<file path="config.mk">
export PLATFORM = sky130hd
export DESIGN_NAME = mem_access_stage
export DESIGN_NICKNAME = d
export VERILOG_FILES = /design/src/rtl/mem_access_stage.sv
export SDC_FILE = /design/constraint.sdc
export NUM_CORES = 1
export LEC_CHECK = 0
export ABC_CLOCK_PERIOD_IN_PS = 2900
export BUFFER_PORTS_ARGS = -buffer_cell sky130_fd_sc_hd__clkbuf_2
export CAP_MARGIN = 0
export CORE_AREA = 4 4 185 187
export DETAILED_ROUTE_END_ITERATION = 8
export DIE_AREA = 0 0 189 191
export PLACE_DENSITY = 0.57
export SKIP_LAST_GASP = 1
export SLEW_MARGIN = 30
export SYNTH_ARGS = -nofsm -noshare
export SYNTH_HDL_FRONTEND = slang
export SYNTH_SLANG_ARGS = --single-unit
</file>
<file path="constraint.sdc">
create_clock -name clk -period 2.9 [get_ports clk]
set_input_delay 0.58 -clock clk [delete_from_list [all_inputs] [get_ports clk]]
set_output_delay 0.58 -clock clk [all_outputs]
set_load 0.01 [all_outputs]
</file>
<file path="src/rtl/mem_access_stage.sv">
// mem_access_stage: pipeline MEM stage issuing loads/stores over req/gnt/rvalid and stalling upstream while busy.
module mem_access_stage #(
  parameter int DATAPATH_WIDTH     = 64,
  parameter int REGFILE_ADDR_WIDTH = 5,
  parameter int DMEM_ADDR_WIDTH    = 10
) (
  input  logic                          clk,
  input  logic                          reset,
  input  logic                          in_valid,
  input  logic                          in_load,
  input  logic                          in_store,
  input  logic [DATAPATH_WIDTH-1:0]     in_addr,
  input  logic [DATAPATH_WIDTH-1:0]     in_wdata,
  input  logic [DATAPATH_WIDTH-1:0]     accum_in,
  input  logic [REGFILE_ADDR_WIDTH-1:0] WR_addr_in,
  output logic                          stall,
  output logic                          out_valid,
  output logic [DATAPATH_WIDTH-1:0]     mem_data_out,
  output logic [DATAPATH_WIDTH-1:0]     accum_out,
  output logic [REGFILE_ADDR_WIDTH-1:0] WR_addr_out,
  output logic                          err_out,
  output logic                          dmem_req,
  output logic                          dmem_we,
  output logic [DMEM_ADDR_WIDTH-1:0]    dmem_addr,
  output logic [DATAPATH_WIDTH-1:0]     dmem_wdata,
  input  logic                          dmem_gnt,
  input  logic                          dmem_rvalid,
  input  logic [DATAPATH_WIDTH-1:0]     dmem_rdata
);
  typedef enum logic [1:0] {S_IDLE, S_REQ, S_WAIT, S_RESP} state_t;
  state_t                          r_state;
  logic                            r_store;
  logic [DMEM_ADDR_WIDTH-1:0]      r_addr;
  logic [DATAPATH_WIDTH-1:0]       r_wdata;
  logic [DATAPATH_WIDTH-1:0]       r_accum;
  logic [DATAPATH_WIDTH-1:0]       r_rdata;
  logic [REGFILE_ADDR_WIDTH-1:0]   r_wr;
  logic w_idle, w_resp, w_mem, w_fault, w_accept, w_pass;
  assign w_idle   = r_state == S_IDLE;
  assign w_resp   = r_state == S_RESP;
  assign w_mem    = in_valid & (in_load | in_store);
  // Faults are decided in IDLE alone, so they never touch the memory bus.
  assign w_fault  = w_mem & ((in_addr[2:0] != 3'd0) | (|in_addr[DATAPATH_WIDTH-1:DMEM_ADDR_WIDTH+3]) | (in_load & in_store));
  assign w_accept = w_idle & w_mem & ~w_fault;
  assign w_pass   = w_idle & in_valid & ~w_accept;
  always_comb begin
    stall        = w_accept | (r_state == S_REQ) | (r_state == S_WAIT);
    out_valid    = w_pass | w_resp;
    err_out      = w_idle & w_fault;
    accum_out    = w_pass ? accum_in : w_resp ? r_accum : '0;
    WR_addr_out  = (w_pass & ~w_mem) ? WR_addr_in : (w_resp & ~r_store) ? r_wr : '0;
    mem_data_out = (w_resp & ~r_store) ? r_rdata : '0;
    dmem_req     = r_state == S_REQ;
    dmem_we      = dmem_req & r_store;
    dmem_addr    = r_addr;
    dmem_wdata   = r_wdata;
  end
  always_ff @(posedge clk or negedge reset) begin
    if (!reset) begin
      r_state <= S_IDLE;
      r_store <= 1'b0;
      r_addr  <= '0;
      r_wdata <= '0;
      r_accum <= '0;
      r_rdata <= '0;
      r_wr    <= '0;
    end else begin
      case (r_state)
        S_IDLE: if (w_accept) begin
          r_state <= S_REQ;
          r_store <= in_store;
          r_addr  <= in_addr[DMEM_ADDR_WIDTH+2:3];
          r_wdata <= in_wdata;
          r_accum <= accum_in;
          r_wr    <= WR_addr_in;
        end
        S_REQ: if (dmem_gnt) begin
          if (r_store) r_state <= S_RESP;
          else if (dmem_rvalid) begin
            r_rdata <= dmem_rdata;
            r_state <= S_RESP;
          end else r_state <= S_WAIT;
        end
        S_WAIT: if (dmem_rvalid) begin
          r_rdata <= dmem_rdata;
          r_state <= S_RESP;
        end
        default: r_state <= S_IDLE;
      endcase
    end
  end
endmodule

</file>
==> flow_metrics.env <==
export IMPL_status="finished with violations"
export IMPL_violations="negative setup slack"
export IMPL_hold_viol_final=0
export IMPL_p_leak_uw=0.00795
export IMPL_required_ns=2.32
export IMPL_rows=66
export IMPL_finClkSkew_ns=0.00916
export IMPL_yosysTopAreaCell="dfrtp_1"
export IMPL_maxSlewHeadroom_pct=57.5
export IMPL_synth_compound_area_share_pct=7.47
export IMPL_area_delta_synth_final_pct=47.3
export IMPL_dp_cells=1772
export IMPL_start_util_pct=31.2
export IMPL_grt_util_all_layers_pct=17.0
export IMPL_wl_per_cell_um=17.8
export IMPL_ys_seq_elements=210
export IMPL_rsz0062_at_grt="true"
export IMPL_pin_count=480
export IMPL_synth_cell_type_count=32
export IMPL_worst_pin_slew_ns=0.637
export IMPL_grt_pass1_vias=8834
export IMPL_cts_tree="done"
export IMPL_cts_buffers_inserted=25
export IMPL_finalWirelength_um=32400
export IMPL_reg2reg_to="dmem_wdata[32]$_DFFE_PN0P_"
export IMPL_cp_end_kind="primary output"
export IMPL_cts_buffer_depth=3
export IMPL_place_congestion=0.816
export IMPL_hold_ws_ns=0.289
export IMPL_grt_pass1_wl_um=49600
export IMPL_die_w_um=189
export IMPL_crit_type="primary input to primary output"
export IMPL_grt_max_degree=68
export IMPL_worst_r2r_cell_count=9
export IMPL_power_density_mw_per_mm2=679
export IMPL_crit_path_start_kind="primary input"
export IMPL_synthesis_area_mm2=0.0101
export IMPL_tns_ns=-11.02
export IMPL_cts_num_sinks=210
export IMPL_arrival_ns=2.53
export IMPL_hold_class="primary input to flip-flop"
export IMPL_yosys_area_share_simple_pct=8.72
export IMPL_mappedNetlistNets=1140
export IMPL_power_uw=10100
export IMPL_layout_setup_ws_ns=-0.208
export IMPL_port_buffer_count=479
export IMPL_design_area_mm2=0.0149
export IMPL_seq_area_frac_synth_pct=51.9
export IMPL_htreeDepth=1
export IMPL_root_buffer="clkbuf_16"
export IMPL_setup_violations=65
export IMPL_ir_worst_vdd_v=0.000364
export IMPL_syn_avg_cell_area_um2=11.7
export IMPL_fillCellCount=3049
export IMPL_clk_pin_slew_ns=0.06
export IMPL_yosys_area_share_adder_pct=0.495
export IMPL_hpwl_um=24100
export IMPL_die_area_mm2=0.0361
export IMPL_reg2reg_from="r_state[0]$_DFFE_PN0P_"
export IMPL_hold_depth=2
export IMPL_cap_viol_max_count=0
export IMPL_drc=0
export IMPL_coreArea_mm2=0.0325
export IMPL_via_per_inst=4.55
export IMPL_worstHoldEndpoint="dmem_wdata[23]$_DFFE_PN0P_"
export IMPL_vias=8296
export IMPL_max_freq_ghz=0.322
export IMPL_min_from="in_wdata[23]"
export IMPL_yosysWarnings=0
export IMPL_synth_top_cells_by_area="dfrtp_1, mux2_4, mux2_2, mux2i_1, o21ai_0"
export IMPL_synth_top_family_by_area="multiplexers"
export IMPL_placedInstanceArea_mm2=0.0137
export IMPL_synth_top_cell_area_share_pct=51.9
export IMPL_insertion_delay_ns=0.52
export IMPL_multi_input_area_mm2=0.00487
export IMPL_crit_fanout=6
export IMPL_grt_overflow=0
export IMPL_finalNetCount=1636
export IMPL_drtIter0Drc=221
export IMPL_layout_drive_gt1_share_pct=57.1
export IMPL_final_cells=1825
export IMPL_netlist_instances=868
export IMPL_postRouteAntennaNets=0
export IMPL_min_period_over_period_pct=107
export IMPL_slew_viol_final=0
export IMPL_seq_area_mm2=0.00526
export IMPL_r2r_slack_ns=0.43
export IMPL_antenna_found_initial=7
export IMPL_chipHeight_um=191
export IMPL_synthMuxAreaShare_pct=25.3
export IMPL_first_pass_iters=4
export IMPL_yosys_area_share_xor_xnor_pct=0
export IMPL_fin_crit_ns=3.11
## metrics by stage
step	setup WS (ns)	utilization, %
after global routing	-0.333	45.9
final	-0.208	45.9
after CTS	-0.206	45.5
after floorplan	0.0227	-
after detailed placement	-0.339	42.2
after global placement	-0.273	42.2
## sequential cells by signal (all words and copies together), names as in the netlist
signal and count:
dmem_wdata 64, r_accum 64, r_store 1, r_wr 5, r_state 2, r_rdata 64
dmem_addr 10
## repair_timing
item / 4_1_cts / 5_1_grt
pin swaps: 7 / 7
endpoints found under the hold margin: 46 / 0
gates resized for setup: 25 / 101
hold buffers: 1 / 0
cloned: 3 / 0
setup buffers: 6 / 1
setup endpoints to repair: 66 / 67
## kinds of logic after synthesis
family,count (synthesis)
flip-flops,210
multiplexers,208
AND/OR/NAND/NOR,175
AO/OA/AOI/OAI,145
buffers and inverters,126
adder cells (fa/ha/maj),4
## critical path: stages
cell and delay (ns):
clkbuf_2 0.09, nor4_2 0.28, nand4_1 0.20, or3_4 0.42, o21bai_4 0.24, buf_12 0.19, buf_8 0.13, mux2i_2 0.22
clkbuf_2 0.16
## layout make-up
type	instances	share of cell area, %
tap	442	3.71
multi-input combinational	532	32.7
clock buffer	39	5.02
sequential	210	35.3
clock inverter	4	0.176
timing repair buffer	527	21.3
antenna	3	0.0504
inverter	68	1.71
## routing by layer
| metal | GRT usage, % | vias to the layer above | share of wire [%] |
|---|---|---|---|
| met5 | 0 | - | 0.14 |
| met4 | 5.04 | 8 | 2.8 |
| met3 | 3.60 | 58 | 6.5 |
| met2 | 30.2 | 294 | 51 |
| met1 | 20.8 | 4015 | 40 |
| li1 | - | 3921 | - |
## cell usage after synthesis, drive strengths merged
| cell type | number |
|---|---|
| mux2i | 64 |
| nand3b | 1 |
| o221ai | 1 |
| nor2 | 3 |
| ha | 4 |
| mux2 | 144 |
| a211oi | 1 |
| a211o | 1 |
| inv | 68 |
| dfrtp | 210 |
| nand4 | 2 |
| o211ai | 4 |
| o21a | 1 |
| and2 | 65 |
| o21ai | 135 |
| o22ai | 1 |
| nor3 | 2 |
| buf | 24 |
| o21bai | 1 |
| nand2b | 1 |
| nand2 | 81 |
| clkbuf | 34 |
| nor4 | 13 |
| or3 | 3 |
| nor2b | 1 |
| nand3 | 1 |
| or2 | 2 |
## worst max path at each step
stage,startpoint,endpoint,slack (ns),cells after the start
6_report,in_addr[20],accum_out[63],-0.21,9
5_1_grt,in_addr[20],accum_out[49],-0.33,9
4_1_cts,in_addr[1],accum_out[1],-0.21,10
3_5_place_dp,in_addr[24],accum_out[49],-0.34,10
3_3_place_gp,in_addr[24],accum_out[43],-0.27,10
2_1_floorplan,in_addr[13],accum_out[13],0.02,9
## cell usage in the layout, fill, tap and decap left out, types with 20 or more instances in the layout
cell type	count
mux2i_4	28
o21ai_1	51
inv_1	66
mux2i_2	27
buf_4	22
o21ai_0	84
buf_2	41
clkbuf_16	25
dfrtp_1	210
buf_6	20
nand2_1	79
mux2_2	64
and2_1	65
clkbuf_2	418
mux2_4	80
## where the power goes
part	switching (µW)	leakage, µW	internal (µW)
Sequential	189	0.00279	3410
Combinational	1630	0.00478	1900
Clock	1230	0.000379	1760
Total	3050	0.00795	7070
Power figures use the tool's default switching activity.
